--- src/rtl/bypass_pkg.sv ---
// Shared types and helpers for the operand bypass / hazard scoreboard.
package bypass_pkg;
  typedef logic [4:0] regidx_t;

  localparam regidx_t REG_ZERO = 5'd0;
  localparam int      NREGS    = 32;

  // A producer matches a source only when it is valid and the register is not x0.
  function automatic logic byp_match(input logic valid, input regidx_t rd, input regidx_t rs);
    return valid && (rd == rs) && (rs != REG_ZERO);
  endfunction
endpackage

--- src/rtl/bypass_sel.sv ---
// Per-operand priority mux: x0, then completion port, then youngest bypass channel, then RF.
module bypass_sel
  import bypass_pkg::*;
#(
  parameter int XLEN = 32,
  parameter int NBYP = 3
) (
  input  regidx_t                    rs,
  input  logic [XLEN-1:0]            rf_data,
  input  logic [NBYP-1:0]            byp_valid,
  input  logic [NBYP-1:0]            byp_ready,
  input  logic [NBYP-1:0][4:0]       byp_rd,
  input  logic [NBYP-1:0][XLEN-1:0]  byp_data,
  input  logic                       done_valid,
  input  regidx_t                    done_rd,
  input  logic [XLEN-1:0]            done_data,
  output logic [XLEN-1:0]            data,
  output logic                       not_ready,
  output logic                       done_hit
);
  always_comb begin
    data      = rf_data;
    not_ready = 1'b0;
    done_hit  = byp_match(done_valid, done_rd, rs);
    if (rs == REG_ZERO) begin
      data = '0;
    end else if (done_hit) begin
      data = done_data;
    end else begin
      // Walk oldest to youngest so the lowest matching index is the one left standing.
      for (int i = NBYP - 1; i >= 0; i--) begin
        if (byp_match(byp_valid[i], byp_rd[i], rs)) begin
          data      = byp_data[i];
          not_ready = !byp_ready[i];
        end
      end
    end
  end
endmodule

--- src/rtl/bypass_scoreboard.sv ---
// Operand bypass selection plus long-latency writer scoreboard and RAW/WAW stall.
// Optional stall counters are built when BYPASS_PERF_EN is defined.
module bypass_scoreboard
  import bypass_pkg::*;
#(
  parameter int XLEN = 32,
  parameter int NSRC = 2,
  parameter int NBYP = 3
) (
  input  logic                       clk,
  input  logic                       rst,
  input  logic                       issue_valid,
  input  regidx_t                    issue_rd,
  input  logic                       issue_we,
  input  logic                       issue_long,
  input  logic [NSRC-1:0][4:0]       issue_rs,
  input  logic [NSRC-1:0][XLEN-1:0]  rf_data,
  input  logic [NBYP-1:0]            byp_valid,
  input  logic [NBYP-1:0]            byp_ready,
  input  logic [NBYP-1:0][4:0]       byp_rd,
  input  logic [NBYP-1:0][XLEN-1:0]  byp_data,
  input  logic                       done_valid,
  input  regidx_t                    done_rd,
  input  logic [XLEN-1:0]            done_data,
  input  logic                       flush,
  output logic [NSRC-1:0][XLEN-1:0]  opnd,
  output logic                       stall,
  output logic [NREGS-1:0]           sb_busy
`ifdef BYPASS_PERF_EN
  ,
  output logic [31:0]                perf_raw_stalls,
  output logic [31:0]                perf_waw_stalls
`endif
);
  logic [NREGS-1:0] sb_q, sb_d;
  logic [NSRC-1:0]  nr, dh, raw_s;
  logic             raw_hz, waw_hz, fire;

  for (genvar s = 0; s < NSRC; s++) begin : g_src
    bypass_sel #(.XLEN(XLEN), .NBYP(NBYP)) u_sel (
      .rs         (issue_rs[s]),
      .rf_data    (rf_data[s]),
      .byp_valid  (byp_valid),
      .byp_ready  (byp_ready),
      .byp_rd     (byp_rd),
      .byp_data   (byp_data),
      .done_valid (done_valid),
      .done_rd    (done_rd),
      .done_data  (done_data),
      .data       (opnd[s]),
      .not_ready  (nr[s]),
      .done_hit   (dh[s])
    );
    // A busy source is fine if its completion arrives this very cycle.
    assign raw_s[s] = nr[s] | (sb_q[issue_rs[s]] & ~dh[s]);
  end

  assign raw_hz = |raw_s;
  assign waw_hz = issue_we && issue_long && sb_q[issue_rd]
                  && !byp_match(done_valid, done_rd, issue_rd);
  assign stall  = issue_valid && (raw_hz || waw_hz);
  assign fire   = issue_valid && !stall && !flush;

  always_comb begin
    sb_d = sb_q;
    if (done_valid) sb_d[done_rd] = 1'b0;
    // Set after clear: a re-issue to the returning register stays busy.
    if (fire && issue_we && issue_long && issue_rd != REG_ZERO) sb_d[issue_rd] = 1'b1;
    sb_d[0] = 1'b0;
  end

  always_ff @(posedge clk) begin
    if (rst) sb_q <= '0;
    else     sb_q <= sb_d;
  end

  assign sb_busy = sb_q;

`ifdef BYPASS_PERF_EN
  logic [31:0] raw_cnt_q, waw_cnt_q;

  always_ff @(posedge clk) begin
    if (rst) begin
      raw_cnt_q <= '0;
      waw_cnt_q <= '0;
    end else begin
      if (issue_valid && raw_hz && raw_cnt_q != '1) raw_cnt_q <= raw_cnt_q + 32'd1;
      if (issue_valid && waw_hz && waw_cnt_q != '1) waw_cnt_q <= waw_cnt_q + 32'd1;
    end
  end

  assign perf_raw_stalls = raw_cnt_q;
  assign perf_waw_stalls = waw_cnt_q;
`endif
endmodule

--- config.mk ---
export PLATFORM = sky130hd
export DESIGN_NAME = bypass_scoreboard
export DESIGN_NICKNAME = d
export VERILOG_FILES = /design/src/rtl/bypass_pkg.sv /design/src/rtl/bypass_sel.sv /design/src/rtl/bypass_scoreboard.sv
export SDC_FILE = /design/constraint.sdc
export NUM_CORES = 1
export LEC_CHECK = 0
export ABC_AREA = 1
export BUFFER_PORTS_ARGS = -buffer_cell sky130_fd_sc_hd__buf_2
export CAP_MARGIN = 20
export CORE_ASPECT_RATIO = 1.4
export CORE_MARGIN = 2
export CORE_UTILIZATION = 40
export DETAILED_ROUTE_END_ITERATION = 6
export GPL_TIMING_DRIVEN = 0
export PLACE_DENSITY = 0.71
export SYNTH_ARGS = -nofsm -noshare
export SYNTH_HDL_FRONTEND = slang
export SYNTH_HIERARCHICAL = 1
export SYNTH_SLANG_ARGS = --single-unit
--- constraint.sdc ---
create_clock -name clk -period 5.9 [get_ports clk]
set_clock_uncertainty 0.05 [all_clocks]
set_input_delay 0.885 -clock clk [delete_from_list [all_inputs] [get_ports clk]]
set_output_delay 0.885 -clock clk [all_outputs]
set_load 0.02 [all_outputs]
Word-level counts from Yosys, hierarchy flattened

Cells that the tools add are included.

Mux-type cells: 32
Order comparisons: 6
Bitwise operators: 9
Eq/ne operators: 9
Reductions and logical operators: 42

Operators with widths:

| kind               | count |
|---|---|
| $mux 32            | 12 |
| $eq 5x5->1         | 9 |
| $and 32x32->32     | 1 |
| $not 32->32        | 1 |
| $or 32x32->32      | 1 |
| $logic_and 1x1->1  | 29 |
| $lt 5x6->1 const B | 4 |
| $bmux 1 s5         | 3 |
| $mux 1             | 15 |
| $reduce_bool 5->1  | 3 |
| $demux 1 s5        | 2 |
| $ge 5x1->1 const B | 2 |
| $logic_not 5->1    | 2 |
| $logic_not 1->1    | 6 |
| $and 1x1->1        | 2 |
| $not 1->1          | 2 |
| $or 1x1->1         | 2 |
| $reduce_or 2->1    | 1 |
| $logic_or 1x1->1   | 1 |

Register bits: 32
Output and inout port bits: 97
Bits of input ports: 240

Logic depth before layout (Yosys ltp)

Gate-level depths: netlist (run 1).

Word-level depth: 19
Mapped depth: 18

By module

Netlist (run 1), hierarchy kept.

Modules (own cells, without submodules):

| module            | area each (µm²) | times used | cells each |
|---|---|---|---|
| bypass_sel        | 2558.7          | 2          | 548 |
| bypass_scoreboard | 2696.3          | 1          | 471 |

Least setup slack after synthesis (run 1)

No wires, ideal clock.

Path type: input -> output
From: in issue_rs[3] (netlist name)
To: out stall
Setup slack: 2.476 ns
Buffers on the path: 2
Data arrival time: 2.489 ns
Stages: 16
Cell sequence: inv_2 > nand3_2 > nor2_4 > nor2_4 > nand2_4 > buf_4 > o21ai_1 > a21oi_1 > nor2_1 > nor2_1 > nand2_2 > nor2_4 > buf_6 > nand2_1 > nand2_1 > inv_1

Word-level cells in the longest chain between the ends: 12

RTL lines:

| what                            | RTL line                | source |
|---|---|---|
| from (decl)                     | bypass_scoreboard.sv:16 | `input logic [NSRC-1:0][4:0] issue_rs,` |
| $eq 5x5->1                      | bypass_pkg.sv:10        | `return valid && (rd == rs) && (rs != REG_ZERO);` |
| $logic_and 1x1->1 (2 in series) | bypass_pkg.sv:10        |  |
| $mux 1 (3 in series)            | bypass_sel.sv:32        | `if (byp_match(byp_valid[i], byp_rd[i], rs)) begin` |
| $mux 1                          | bypass_sel.sv:27        | `end else if (done_hit) begin` |
| $mux 1 *                        | bypass_sel.sv:25        | `if (rs == REG_ZERO) begin` |
| named net nr[0]                 | bypass_scoreboard.sv:36 | `logic [NSRC-1:0] nr, dh, raw_s;` |
| $or 1x1->1 *                    | bypass_scoreboard.sv:55 | `assign raw_s[s] = nr[s] \| (sb_q[issue_rs[s]] & ~dh[s]);` |
| $reduce_or 2->1 *               | bypass_scoreboard.sv:58 | `assign raw_hz = \|raw_s;` |
| $logic_or 1x1->1 *              | bypass_scoreboard.sv:61 | `assign stall = issue_valid && (raw_hz \|\| waw_hz);` |
| $logic_and 1x1->1 *             | bypass_scoreboard.sv:61 |  |
| to (decl)                       | bypass_scoreboard.sv:27 | `output logic stall,` |

The timed path passes the listed nets; every way through them passes the cells marked *. The select of a mux whose other input is x is not followed.

Worst setup path after layout (run 1)

From: in issue_rs[8] (netlist name)
To: out stall

Same word-level chain as after synthesis.

==> out/results.ini, run 1 <==
[critical_path]
end_kind = primary output
cp.required_ns = 4.97
crit_path_max_fanout = 10
worst-setup-path-type = input pin to primary output
cp-start-kind = input pin
rrSetupSlack_ns = 3.94
worstPathArrival_ns = 3.27
crit_chain = buf_2 > inv_2 > nand3_2 > nor2_4 > inv_1 > clkbuf_1 > nand3_1 > nor2_1 > nor2_1 > nand2_2 > nor2_4 > buf_6 > nand2_1 > nand2_1 > inv_1 > buf_2
slowest_stage = clkbuf_1
cp_top_family = simple AND/OR/NAND/NOR gates
cp_slowest_stage_delay_ns = 0.33
crit_buf_inv = 7

[sta]
hold_slack_ns = 0.4807
setup_tns_ns = 0
finalCritPeriodShare_pct = 71.19
hold_viol = 0
relSlewSlack_pct = 59.55
fin_crit_ns = 4.201
clock.fmax_mhz = 238.1
slew_viol_final = 0
rsz0062_at_grt = false
worst_slew_pin_slew_ns = 0.6067
final-setup-viol-count = 0

[job]
cap_violations = 0

[logic_synthesis]
syn_inst = 1567
synthTopCellsByArea = nand2_1, nand3_1, inv_1, dfxtp_1, o21ai_0
synth_most_common_cell = nand2_1
ys.flop_type = dfxtp_1
yosysTopAreaCellShare_pct = 21.57
synth-edff-count = 0
synthArstFlopShare_pct = 0
yosys_warnings = 6
seq_area_frac_synth_pct = 7.942
synth_cell_types = 34
netlist_area_um2 = 7814
synth_area_leader_cell = nand2_1
synth_nets = 1807
synthTopCellsByCount = nand2_1, nand3_1, inv_1, o21ai_0, a21oi_1
syn_area_per_cell_um2 = 4.986
ys_seq_elements = 31

[floorplanning]
io-pin-count = 337
dieArea_um2 = 20680
die_h_um = 169.4
die_w_um = 122.1
start_util_pct = 40.66
coreArea_um2 = 19220
rows = 60

[placed_design]
place_area_um2 = 9796
dp_cells = 2149
portBuffers = 334
routabilityCongestion = 0.9764
dp_hpwl_mm = 31.90

[finish]
fin_cells = 2174
area_growth_pct = 27.78
largest_reg_flops = 31
final_nets = 2148
final_area_um2 = 9985
drive_above_1_share_pct = 26.05

[global_routing]
grt_usage_pct = 35.91
grt_first_pass_wirelength_mm = 57.91
grt_max_degree = 12
grt_overflow = 0
grt_pass1_vias = 10630
antenna_found_initial = 28

[detailed_routing]
drc_errors = 0
wirelength_mm = 39.51
wire_per_inst_um = 18.17
antenna_left = 0
firstDrtPassIters = 6
viasPerCell = 5.451
via_count = 11850
drt_iter0_drc = 1303

[clock_tree]
clock_latency_ns = 0.28
cts_tree = yes
cts.hold.buffers_added = 0
clock-sinks = 31
clock_path_buffers = 2
cts-resized-gates = 0
htree_levels = 2
postCtsSetupBuffers = 0
numCtsBuffers = 5
cts-root-buf = clkbuf_16
clk_pin_slew_worst_paths_ns = 0.05

[power_and_ir_drop]
swShare_pct = 46.40
internal_power_uw = 585.2
p_leak_nw = 5.904
p_switching_uw = 506.6
vdd_drop_max_mv = 0.2817
pwr_density_cell_nw_per_um2 = 109.3
p_comb_share_pct = 56.9
seq_power_share_pct = 19.2
clockPowerShare_pct = 23.8

[worst_hold_path]
hp-class = flip-flop to flip-flop

[outcome]
status = finished, final reports clean

power groups by stage:
stage               clock, mW  combinational (mW)  sequential (mW)
finish                  0.260               0.621            0.210
global route            0.271               0.665            0.210
CTS                     0.262               0.607            0.210
detailed placement          0               0.605            0.214
global placement            0               0.601            0.214
floorplan                   0               0.351            0.215
kinds of logic (layout without fill, tap and decap cells):
group                     count (synthesis)  in the layout  share of synthesized area, %
AOI/OAI and AO/OA                       232            232                         15.85
xor gates and xnor gates                 13             13                         1.457
buffers and inverters                   376            717                         21.47
DFF                                      31             31                         7.942
other                                     1             19                       0.04799
and+or+nand+nor                         914            914                         53.23
cell usage in the layout (no fill, tap or decap), types with 6 or more instances in the layout:
cell / count
nand2_2: 13
dfxtp_1: 31
o21ai_0: 96
nand3_1: 312
diode_2: 18
inv_2: 14
a21oi_2: 16
a21oi_1: 91
nor3_1: 11
nor2_1: 65
o21ai_1: 22
nor2_4: 15
nand2_1: 449
buf_6: 13
nand3_2: 6
xnor2_1: 9
buf_4: 20
clkbuf_1: 15
inv_1: 263
nand4_1: 31
buf_2: 377
path summary, 6_finish.rpt:
check               from           to  cells after the start
max reg2reg  sb_busy[16]   sb_busy[9]                     10
max          issue_rs[8]        stall                     16
min          sb_busy[19]  sb_busy[19]                      2
min reg2reg  sb_busy[19]  sb_busy[19]                      2
per-stage QoR:
step	power [mW]	setup WS, ns	util [%]
4_1_cts	1.079	1.736	51.72
6_report	1.092	1.700	51.95
3_5_place_dp	0.8200	1.740	50.97
5_1_grt	1.146	1.571	51.85
3_3_place_gp	0.8159	1.720	50.97
2_1_floorplan	0.5654	2.476	-
routing by layer:
metal	GRT usage, %	vias up	wire length [µm]
met4	18.89	22	2114
li1	-	5683	-
met3	11.32	168	4311
met2	63.13	720	19170
met5	0	-	141
met1	37.85	5258	13780
cell type report:
cell class / instances / area (µm²)
fill: 2131 / 9234
multi-input combinational: 1160 / 5515
timing repair buffer: 334 / 1672
inverter: 279 / 1052
buffer: 97 / 625.6
sequential: 31 / 620.6
tap: 248 / 310.3
clock buffer: 6 / 138.9
antenna: 18 / 45.04
clock inverter: 1 / 5.005
worst register-to-register path, delay by kind of cell, from the launching register on:
kind                   cells  cell delay (ns)
flip-flops                 1             0.40
AO/OA/AOI/OAI              2             0.26
AND/OR/NAND/NOR            6             0.72
buffers and inverters      2             0.40
Note: power is estimated with default switching activity, not from simulation.
==> run 2: changes to the inputs <==
PLACE_DENSITY = 0.74   (was 0.71)
clock period = 3.6 ns   (was 5.9 ns; I/O delays follow)
==> out/results.ini, run 2 (synthesis results as in run 1) <==
[clock_tree]
cts_tree = yes
cts-root-buf = clkbuf_16
clock_latency_ns = 0.28
clock-sinks = 31
cts.hold.buffers_added = 0
clk_pin_slew_worst_paths_ns = 0.05
clock_path_buffers = 2
htree_levels = 2
numCtsBuffers = 5

[critical_path]
cp_top_family = buffers and inverters
worstPathArrival_ns = 2.88
slowest_stage = clkbuf_1
cp_slowest_stage_delay_ns = 0.46
cp-start-kind = input pin
cp.required_ns = 3.01
r2r_start = sb_busy[16]
crit_top_cell = inv_1
worst-setup-path-type = input pin to primary output
end_kind = primary output
crit_path_max_fanout = 10
crit_chain = buf_2 > inv_2 > nand3_2 > nor2_4 > nor3_2 > nand2_2 > clkbuf_1 > inv_1 > inv_1 > nand3_1 > clkbuf_4 > nand2_1 > nand2_1 > inv_1 > buf_2
crit_buf_inv = 8
crit_path_start = issue_rs[2]
rrSetupSlack_ns = 1.63

[sta]
hold_viol = 0
fin_crit_ns = 3.472
slew_viol_final = 0
setup_tns_ns = 0
relSlewSlack_pct = 57.68
final-setup-viol-count = 0
worst_slew_pin_slew_ns = 0.6341
clock.fmax_mhz = 288.0
rsz0062_at_grt = false
finalCritPeriodShare_pct = 96.44

[finish]
final_nets = 2151
mostFrequentLayoutCell = nand2_1
mostFrequentLayoutCells = nand2_1, buf_2, nand3_1
drive_above_1_share_pct = 26.20
largest_reg_flops = 31
fin_cells = 2175
final_area_um2 = 10020
area_growth_pct = 28.18

[power_and_ir_drop]
p_leak_nw = 5.927
vdd_drop_max_mv = 0.2967
pwr_density_cell_nw_per_um2 = 180.6

[floorplanning]
coreArea_um2 = 19220
die_w_um = 122.1
rows = 60
start_util_pct = 40.66
io-pin-count = 337
die_h_um = 169.4
dieArea_um2 = 20680

[global_routing]
grt_overflow = 0
grt_max_degree = 12
globalRouteMet1Util_pct = 37.48
antenna_found_initial = 23
grtUsageMet2_pct = 61.60
top_usage_layer = met2
grt_pass1_vias = 10820
grt_first_pass_wirelength_mm = 58.14
use_met3_pct = 12.43
grt_usage_pct = 35.80

[outcome]
violations = DRC
status = complete, but fails checks

[detailed_routing]
antenna_left = 0
viasPerCell = 5.429
drc_errors = 1
wirelength_mm = 38.77
wire_per_inst_um = 17.82
via_count = 11810
drt_iter0_drc = 1311
firstDrtPassIters = 7

[worst_hold_path]
hp-class = flip-flop to flip-flop
min_from = sb_busy[12]

[placed_design]
dp_cells = 2149
dp_hpwl_mm = 30.92
place_area_um2 = 9796
routabilityCongestion = 1.031
portBuffers = 334

[job]
cap_violations = 0

==> run 2: path summary, 6_finish.rpt <==
path	depth (start not counted)	end
setup / recovery	15	stall
hold / removal	2	sb_busy[12]
setup reg to reg	10	sb_busy[30]
hold reg to reg	2	sb_busy[12]
==> run 2: final cells by class <==
type	instances	area, µm²
sequential	31	620.6
timing repair buffer	338	1702
tap	248	310.3
inverter	279	1052
clock buffer	8	156.4
antenna	15	37.54
multi-input combinational	1160	5515
fill	2148	9203
buffer	96	621.8
==> run 2: tightest hold or removal path, cell delays in order, from the launching register on <==
cell and delay (ns):
dfxtp_1 0.32, o21ai_0 0.08, a21oi_1 0.06
==> run 2: through the flow <==
| step | power (mW) | setup slack (ns) | hold slack [ns] | util (%) |
|---|---|---|---|---|
| after global routing | 1.904 | 0.01589 | 0.4796 | 52.01 |
| after CTS | 1.782 | 0.05308 | 0.4612 | 51.78 |
| final | 1.808 | 0.1282 | 0.4628 | 52.12 |
| after global placement | 1.332 | 0.06927 | 0.4593 | 50.97 |
| after detailed placement | 1.337 | 0.06060 | 0.4563 | 50.97 |
| after floorplan | 0.9266 | 0.8657 | 0.5159 | - |
==> run 2: repair_timing <==
item	CTS	global route
gates resized for setup	0	0
buffers inserted	0	4
endpoints found under the setup margin	0	1
==> run 2: per-layer routing <==
| metal | wire length (µm) | part of all wire, % |
|---|---|---|
| met4 | 2113 | 5.5 |
| met3 | 4308 | 11 |
| met2 | 18720 | 48 |
| met5 | 139 | 0.36 |
| met1 | 13490 | 35 |
==> run 2: report_power, final <==
group | switching (mW) | internal (mW)
combinational | 0.668 | 0.351
clock | 0.151 | 0.294
sequential | 0.000574 | 0.344
==> run 3: changes to the inputs <==
ABC_AREA = not set   (was 1)
CORE_AREA = 2 2 131 133   (was not set)
CORE_ASPECT_RATIO = not set   (was 1.4)
CORE_MARGIN = not set   (was 2)
CORE_UTILIZATION = not set   (was 40)
DIE_AREA = 0 0 133 135   (was not set)
PLACE_DENSITY = 0.73   (was 0.74)
REMOVE_ABC_BUFFERS = 1   (was not set)
==> out/results.ini, run 3 <==
[worst_hold_path]
min_to = sb_busy[11]
min_path_cells = 2
hp-class = flip-flop to flip-flop
min_from = sb_busy[11]

[detailed_routing]
viasPerCell = 6.296
wirelength_mm = 33.04
firstDrtPassIters = 5
drt_iter0_drc = 944
via_count = 8386
drc_errors = 0
antenna_left = 0
wire_per_inst_um = 24.80

[logic_synthesis]
syn_inst = 821
ys.flop_type = dfxtp_1
seq_area_frac_synth_pct = 10.10
synthTopCellsByArea = dfxtp_1, nor2b_1, o31ai_1, and3_1, a31oi_1
ys_seq_elements = 31
yosys_warnings = 6
synth_area_leader_cell = dfxtp_1
synthArstFlopShare_pct = 0
syn_area_per_cell_um2 = 7.484
yosysTopAreaCellShare_pct = 10.10
synthTopCellsByCount = nor2b_1, nor2_1, and3_1, a31oi_1, o31ai_1
synth_most_common_cell = nor2b_1
synth-edff-count = 0
synth_cell_types = 61
netlist_area_um2 = 6145

[placed_design]
routabilityCongestion = 0.9590
dp_slack_ns = -0.4467
place_area_um2 = 7885
dp_cells = 1303
portBuffers = 335
dp_hpwl_mm = 23.82

[clock_tree]
clock-sinks = 31
numCtsBuffers = 5
cts_tree = yes
clk_pin_slew_worst_paths_ns = 0.05
cts.hold.buffers_added = 0
clock_path_buffers = 2
cts-root-buf = clkbuf_16
clock_latency_ns = 0.28
htree_levels = 2

[sta]
hold_viol = 0
worst_slew_pin_slew_ns = 0.8398
slew_viol_final = 0
final-setup-viol-count = 0
relSlewSlack_pct = 43.95
clock.fmax_mhz = 281.8
layout_setup_ws_ns = 0.05177
fin_crit_ns = 3.548
rsz0062_at_grt = false
finalCritPeriodShare_pct = 98.56

[power_and_ir_drop]
p_leak_nw = 3.684
vdd_drop_max_mv = 0.2139
pwr_density_cell_nw_per_um2 = 200.2

[finish]
mostFrequentLayoutCell = buf_2
final_nets = 1344
fill_cells = 1594
drive_above_1_share_pct = 39.91
largest_reg_flops = 31
mostFrequentLayoutCells = buf_2, nor2b_1, nor2_1
final_area_um2 = 8233
fin_cells = 1332
area_growth_pct = 33.99

[floorplanning]
rows = 47
dieArea_um2 = 17960
die_w_um = 133
start_util_pct = 37.45
coreArea_um2 = 16410
io-pin-count = 337
die_h_um = 135

[critical_path]
rrSetupSlack_ns = 1.32
cp.required_ns = 3.01
cp-start-kind = input pin
worst-setup-path-type = input pin to primary output
r2r_cells = 6
worstPathArrival_ns = 2.96
end_kind = primary output
crit_path_max_fanout = 18
r2r_end = sb_busy[6]
r2r_start = sb_busy[20]

[global_routing]
grt_first_pass_wirelength_mm = 47.21
grt_overflow = 0
grt_max_degree = 45
grt_pass1_vias = 7674
antenna_found_initial = 13
grt_usage_pct = 34.00

[outcome]
status = finished, final reports clean

[job]
cap_violations = 0

run 3: how the worst max path moves through the flow:
stage,slack (ns),endpoint,startpoint
2_1_floorplan,-0.23,opnd[0],issue_rs[1]
4_1_cts,-0.02,stall,issue_rs[0]
3_3_place_gp,-4.39,opnd[35],issue_rs[6]
3_5_place_dp,-0.45,stall,issue_rs[0]
6_report,0.05,opnd[37],issue_rs[6]
5_1_grt,0.01,stall,issue_rs[0]
run 3: timing repair:
action / in CTS / in global routing
buffers inserted: 3 / 6
endpoints found under the setup margin: 65 / 59
resized for setup: 10 / 4
pin swaps: 5 / 9
cloned: 2 / 3
run 3: cell families after synthesis:
| group | count (synthesis) | share of synthesized area [%] |
|---|---|---|
| AND/OR/NAND/NOR | 345 | 32.89 |
| AO/OA/AOI/OAI | 273 | 33.82 |
| multiplexers | 38 | 9.021 |
| buffers and inverters | 94 | 8.552 |
| XOR/XNOR | 39 | 5.559 |
| flip-flops | 31 | 10.10 |
| other | 1 | 0.06103 |
run 3: worst max-delay path, cell delays in order:
cell	delay, ns
buf_2	0.26
nor2b_1	0.21
a21oi_1	0.18
o2111ai_2	0.26
nor4_4	0.33
buf_6	0.25
buf_6	0.21
a211oi_1	0.08
o31ai_1	0.37
buf_2	0.25
run 3: power by group:
| part | switching, mW | internal, mW | leakage, nW |
|---|---|---|---|
| Clock | 0.165 | 0.326 | 0.0838 |
| Combinational | 0.496 | 0.318 | 3.35 |
| Sequential | 0.000522 | 0.344 | 0.250 |
| Total | 0.661 | 0.988 | 3.68 |
run 3: final cells by class:
cell class	count	area [µm²]	share of cell area, %
well taps	220	275.3	3.343
inverters	6	22.52	0.2736
clock buffers	5	125.1	1.520
repair buffers	359	2011	24.42
flip-flops and latches	31	620.6	7.538
diodes	7	17.52	0.2128
multi-input cells	701	5117	62.16
clock inverters	3	43.79	0.5319
run 3: routing by layer:
metal  part of all wire [%]  wire length [µm]  GRT usage [%]  vias to the layer above
li1                       -                 -              -                     3731
met3                     12              3833          8.784                       92
met5                   0.22                72              0                        -
met1                     39             12750          43.96                     3964
met2                     46             15340          54.89                      589
met4                    3.2              1043          12.13                       10
run 3: metrics by stage:
step / total power [mW] / hold slack [ns] / utilization, % / TNS [ns]
after floorplan: 0.7331 / 0.5306 / - / -14.61
after global placement: 1.103 / 0.4696 / 46.28 / -332.01
after detailed placement: 1.128 / 0.4755 / 48.06 / -21.15
after CTS: 1.626 / 0.4857 / 49.58 / -0.02462
after global routing: 1.707 / 0.5148 / 50.16 / 0
final: 1.648 / 0.4899 / 50.18 / 0
